File: src/rtl/gpio_in_cond.sv
// GPIO input conditioner: per-bit synchroniser, optional debounce and sticky
// edge-detect pending flags ORed onto a single interrupt line.
module gpio_in_cond #(
  parameter int WIDTH       = 32,
  parameter int SYNC_STAGES = 2,
  parameter int DB_CNT_W    = 16
) (
  input  logic                HCLK,
  input  logic                HRESET,
  input  logic [WIDTH-1:0]    PAD_IN,
  input  logic [WIDTH-1:0]    DB_EN,
  input  logic [DB_CNT_W-1:0] DB_LIMIT,
  input  logic [WIDTH-1:0]    IRQ_RISE_EN,
  input  logic [WIDTH-1:0]    IRQ_FALL_EN,
  input  logic [WIDTH-1:0]    IRQ_CLR,
  output logic [WIDTH-1:0]    GPIO_IN,
  output logic [WIDTH-1:0]    IRQ_PEND,
  output logic                IRQ
);

  logic [WIDTH-1:0]    sync_q [SYNC_STAGES];
  logic [WIDTH-1:0]    sync_w;
  logic [WIDTH-1:0]    s_q;
  logic [WIDTH-1:0]    s_next;
  logic [WIDTH-1:0]    rise;
  logic [WIDTH-1:0]    fall;
  logic [WIDTH-1:0]    pend_q;
  logic [DB_CNT_W-1:0] cnt_q    [WIDTH];
  logic [DB_CNT_W-1:0] cnt_next [WIDTH];

  // Plain flop chain: nothing may sit between stages or metastability leaks through.
  // NOTE: sequential state uses <= so every stage samples the pre-edge value of its neighbour.
  always_ff @(posedge HCLK or posedge HRESET) begin
    if (HRESET) begin
      for (int k = 0; k < SYNC_STAGES; k++) sync_q[k] <= '0;
    end else begin
      sync_q[0] <= PAD_IN;
      for (int k = 1; k < SYNC_STAGES; k++) sync_q[k] <= sync_q[k-1];
    end
  end

  assign sync_w = sync_q[SYNC_STAGES-1];

  // Counter only runs while the synchronised value disagrees with the stable value.
  // NOTE: every output of this block gets a default first, so no latch is inferred.
  always_comb begin
    for (int i = 0; i < WIDTH; i++) begin
      s_next[i]   = s_q[i];
      cnt_next[i] = '0;
      if (sync_w[i] != s_q[i]) begin
        if (!DB_EN[i] || (cnt_q[i] >= DB_LIMIT)) begin
          s_next[i] = sync_w[i];
        end else begin
          cnt_next[i] = cnt_q[i] + 1'b1;
        end
      end
    end
  end

  assign rise = s_next & ~s_q;
  assign fall = ~s_next & s_q;

  // NOTE: the counter array is state with a defined reset value, so it is cleared like any register.
  always_ff @(posedge HCLK or posedge HRESET) begin
    if (HRESET) begin
      s_q <= '0;
      for (int i = 0; i < WIDTH; i++) cnt_q[i] <= '0;
    end else begin
      s_q <= s_next;
      for (int i = 0; i < WIDTH; i++) cnt_q[i] <= cnt_next[i];
    end
  end

  // A new edge takes priority over a clear arriving in the same cycle.
  always_ff @(posedge HCLK or posedge HRESET) begin
    if (HRESET) begin
      pend_q <= '0;
    end else begin
      pend_q <= (pend_q & ~IRQ_CLR)
              | (rise & IRQ_RISE_EN)
              | (fall & IRQ_FALL_EN);
    end
  end

  assign GPIO_IN  = s_q;
  assign IRQ_PEND = pend_q;
  assign IRQ      = |pend_q;

endmodule

File: config.mk
export PLATFORM = sky130hd
export DESIGN_NAME = gpio_in_cond
export DESIGN_NICKNAME = d
export VERILOG_FILES = /design/src/rtl/gpio_in_cond.sv
export SDC_FILE = /design/constraint.sdc
export NUM_CORES = 2
export LEC_CHECK = 0
export BUFFER_PORTS_ARGS = -buffer_cell sky130_fd_sc_hd__buf_4
export CAP_MARGIN = 20
export CORE_UTILIZATION = 35
export CTS_CLUSTER_SIZE = 10
export DETAILED_ROUTE_END_ITERATION = 6
export HOLD_SLACK_MARGIN = 0.12
export PLACE_DENSITY = 0.48
export REMOVE_ABC_BUFFERS = 1
export SLEW_MARGIN = 20
export SYNTH_ARGS = -nofsm -noshare
export SYNTH_HDL_FRONTEND = slang
export SYNTH_SLANG_ARGS = --single-unit
export TNS_END_PERCENT = 10
File: constraint.sdc
create_clock -name HCLK -period 26.8 [get_ports HCLK]
set_clock_uncertainty 0.1 [all_clocks]
set_input_delay 6.7 -clock HCLK [delete_from_list [all_inputs] [get_ports HCLK]]
set_output_delay 6.7 -clock HCLK [all_outputs]
set_load 0.01 [all_outputs]
# Word level (Yosys, flattened, before mapping)

Cells that the tools add are included.

Bits of input ports: 178
Logic and storage cells: 335
Output and inout bits: 65
Bits in registers: 640

Order comparisons: 32
Equality and inequality tests: 32
Bitwise logic cells: 10
Reduce and logical (&&, ||, !) cells: 65
Multiplexer cells: 128
Add/sub/neg operators: 32

Operators by type and width:

| kind                                                             | number |
|---|---|
| 16-bit two-way mux                                               | 64 |
| 16-bit by 1-bit adder with 16-bit output (second input constant) | 32 |
| 16-bit >= comparator                                             | 32 |
| 32-bit bitwise AND                                               | 5 |
| 32-bit NOT                                                       | 3 |
| 1-bit two-way mux                                                | 64 |
| 32-bit bitwise OR                                                | 2 |
| 1-bit zero test                                                  | 32 |
| 1-bit logical OR                                                 | 32 |
| 1-bit inequality test                                            | 32 |
| 32-bit OR reduction                                              | 1 |

# Depth between registers and ports, before layout

Depth after elaboration: 8
Mapped depth: 9
Depth with buffers taken out: 7

# Worst setup path before layout

No wires, ideal clock.

Path type: input port to flip-flop
From: in DB_LIMIT[7]
To: reg s_q[31], in the netlist GPIO_IN[31]
Arrival: 9.049 ns
Cell stages on the path: 8
Buffers on the path: 1
Required time: 26.575 ns
Slack: 17.526 ns
Library setup time: 0.125 ns
Cell sequence: inv_1 -> ha_1 -> a21oi_1 -> a211oi_1 -> or4b_1 -> a211o_1 -> buf_6 -> mux2_4

Word-level cells in the longest chain between the ends: 4

RTL lines:

| item                   | RTL line | RTL |
|---|---|---|
| start: declaration     | 12       | `input logic [DB_CNT_W-1:0] DB_LIMIT,` |
| 16-bit >= comparator   | 51       | `if (!DB_EN[i] \|\| (cnt_q[i] >= DB_LIMIT)) begin` |
| 1-bit logical OR       | 51       |  |
| 1-bit two-way mux      | 51       |  |
| 1-bit two-way mux      | 50       | `if (sync_w[i] != s_q[i]) begin` |
| via s_next[31]         | 24       | `logic [WIDTH-1:0] s_next;` |
| end signal: assignment | 69       | `s_q <= s_next;` |
| end: declaration       | 23       | `logic [WIDTH-1:0] s_q;` |

The timed path passes the listed nets, and every way through them passes these cells.

# Worst setup path in the final report

From: reg pend_q[15], in the netlist IRQ_PEND[15]
To: out IRQ

Word-level cells in the longest chain between the ends: 1

RTL lines:

| item                     | RTL line | RTL |
|---|---|---|
| start: declaration       | 27       | `logic [WIDTH-1:0] pend_q;` |
| start signal: assignment | 79       | `pend_q <= (pend_q & ~IRQ_CLR)` |
| 32-bit OR reduction      | 87       | `assign IRQ = \|pend_q;` |
| end: declaration         | 18       | `output logic IRQ` |

No other way between the ends.

==> summary.txt <==
Outcome
  – Status: completed

Setup path
  – Crit start category: flip-flop
  – Crit. End Element: output port
  – CP Max Fanout: 3
  – Crit path kind: reg2out
  – Critical Path RT: 20.00 ns
  – WP data arrival: 3.10 ns
  – Critical Path Start: IRQ_PEND[15]
  – Worst R2R Start: cnt_q[266]

Clocking
  – Root Buffer: clkbuf_16
  – Max clock buf depth: 3
  – Clock-pin slew on the worst setup and hold paths: 0.05 ns
  – Clock sinks: 640
  – Hold buffer count at CTS: 0
  – Worst-skew pair later-pin latency: 0.65 ns
  – TritonCTS clock tree: yes
  – Post-CTS setup buffers: 0
  – CTS Buf Count: 81
  – H-tree depth reported by CTS: 3
  – Post-CTS sizing: 0

Drt
  – DRC violations left: 0
  – DR vias: 29,636
  – DRT Wirelength: 112,000 µm
  – Initial drt markers: 1,362
  – Detailed-route vias per instance: 5.20
  – Detail Route Antenna Nets: 0
  – Routed length per placed instance: 19.6 µm
  – TritonRoute pass-1 iters: 5

Synth
  – Largest area contributor in the netlist: dfrtp_1
  – Synth Area in Compound Gates: 0.0862
  – Post-Synth XOR/XNOR Area: 0.103
  – Post-synthesis mux area share: 0.00762
  – Post-synthesis simple-gate area fraction: 0.209
  – Register bit total from synthesis: 640
  – Avg Cell Area, Syn: 10.4 µm²
  – Main flop type after synthesis: dfrtp_1
  – Mapped cell area: 0.0404 mm²
  – Post-synthesis cell type count: 64
  – Top cells by area, synth: dfrtp_1 (40%), ha_1 (17%), xor2_1 (8.5%)
  – Post-Synth Adder-Cell Area: 0.169
  – Yosys warns: 0
  – Largest family of logic cells by synthesized area: simple AND/OR/NAND/NOR gates
  – Gate Count Post-Synth: 3,872
  – Number of flops mapped to enable cells by yosys: 0
  – Sequential fraction of the synthesis area: 0.397
  – Post-synth ARST share: 1.00
  – Yosys top cell area share: 0.397

Placement
  – GPL Wtd Cong: 0.763
  – DP Cell Count: 5,569
  – Port Buffers: 242
  – Post-DP HPWL: 71,400 µm

STA
  – Fin Hold WS: 0.243 ns
  – Final Setup Violations: 0
  – Relative slew slack: 0.257
  – Slew at the pin closest to its max-slew limit: 1.10 ns
  – F_max: 101 MHz
  – Total negative setup slack: 0 ns
  – Crit path time final: 9.90 ns
  – Fin crit share: 0.369
  – Final Max Slew Viols: 0
  – RSZ-0062 raised after global routing: no
  – Final hold viol count: 0

Die
  – Die width: 342 µm
  – Initial Util: 0.353
  – Core area: 0.114 mm²
  – Row count: 124
  – Die ar.: 0.117 mm²
  – I/O pin cnt: 243
  – Die span in y: 342 µm

GRT
  – Grt ovf: 0
  – Pin count of the biggest net entering global routing: 84
  – Gr usage total: 0.192
  – Vias in the first global route: 29,801
  – Initial antenna violation count: 6
  – First-pass GRT wire length: 174,000 µm

Pwr
  – Leakage: 22.0 nW
  – Peak supply drop: 37.1 µV
  – Pwr Total: 2.34 mW
  – Pwr dens: 50.7 mW/mm²

Layout
  – Commonest non-fill, non-tap cell in the layout: dfrtp_1
  – Share of cells above drive strength 1: 0.129
  – Most frequent cells in the layout: dfrtp_1 (640), ha_1 (544), nor2_1 (416)
  – ANT cells: 0
  – Final nets: 4,862
  – P&R area growth vs syn: 14.5%
  – Fin cells: 5,702

Worst hold path
  – Hold path start: sync_q[59]
  – Hold/Removal Path Class: reg2reg

Job
  – Max cap viols: 0
-- power breakdown --
group / leakage (nW) / total (mW) / internal (mW) / switching (mW)
Combinational: 12.1 / 0.254 / 0.0984 / 0.155
Clock: 1.26 / 1.06 / 0.635 / 0.426
Sequential: 8.66 / 1.03 / 0.990 / 0.0390
-- metal layers --
| layer | track usage | wire length [µm] | up-vias |
|---|---|---|---|
| li1 | - | - | 14650 |
| met4 | 0.0649 | 3370 | 0 |
| met1 | 0.259 | 52600 | 14397 |
| met5 | 0 | 0 | - |
| met3 | 0.0280 | 4090 | 140 |
| met2 | 0.315 | 51600 | 449 |
-- state kept, by name, indices dropped and copies added, names as in the netlist --
signal	flops
GPIO_IN	32
IRQ_PEND	32
sync_w	32
sync_q	32
cnt_q	512
-- per-stage QoR --
stage               worst slack (ns)  area [µm²]   util
global placement               16.18       43700  0.382
detailed placement             16.11       43700  0.382
global route                   16.37       46300  0.405
finish                         16.90       46300  0.405
floorplan                       2.07       39700      -
CTS                            16.83       46200  0.404
-- layout make-up --
| type | count | area, µm² |
|---|---|---|
| Sequential cell | 640 | 16000 |
| Timing Repair Buffer | 275 | 2070 |
| Clock inverter | 8 | 47.5 |
| Inverter | 135 | 520 |
| Clock buffer | 125 | 2500 |
| Multi-Input combinational cell | 3007 | 23200 |
| Fill cell | 11128 | 68100 |
| Tap cell | 1512 | 1890 |
-- final timing paths --
| kind | depth (start not counted) | slack [ns] | endpoint |
|---|---|---|---|
| worst min register to register | 0 | 0.24 | sync_w[27] |
| worst max-delay path | 4 | 16.90 | IRQ |
| min in group asynchronous | 2 | 6.01 | cnt_q[0] |
| worst min-delay path | 0 | 0.24 | sync_w[27] |
| max in group asynchronous | 6 | 17.00 | cnt_q[274] |
| worst max register to register | 6 | 24.01 | cnt_q[257] |
-- worst max-delay path, stage by stage (launching register included) --
cell and delay [ns]:
dfrtp_1 0.62, nor4_1 0.94, nand4_1 0.33, or2_2 0.39, buf_4 0.17
-- cell usage after synthesis (17+ instances only) --
cell type and count:
o21a_1 51, clkbuf_1 31, or4b_1 22, a2111oi_2 21, and4_1 134, nor3_1 139
nor2_1 416, and3_1 125, a31oi_1 26, xnor2_1 84, a211o_1 53, nand2_1 149
o21ai_0 21, dfrtp_1 640, nand4_1 124, buf_2 21, xor2_1 391, and2_1 17
o22ai_1 26, nand3_1 241, a21oi_1 39, inv_1 135, nand2b_1 21, o211ai_1 72
nand4b_1 26, a21o_1 32, nor2_4 32, mux2_2 26, ha_1 544, a21boi_0 22
buf_6 30
-- logic make-up (layout without fill, tap and decap cells) --
family,after synthesis,count (layout)
xor gates and xnor gates,475,475
AOI/OAI and AO/OA,437,437
buffers and inverters,225,543
adders and majority gates,544,544
and+or+nand+nor,1524,1524
DFF,640,640
muxes,27,27
Note: power is estimated with default switching activity, not from simulation.
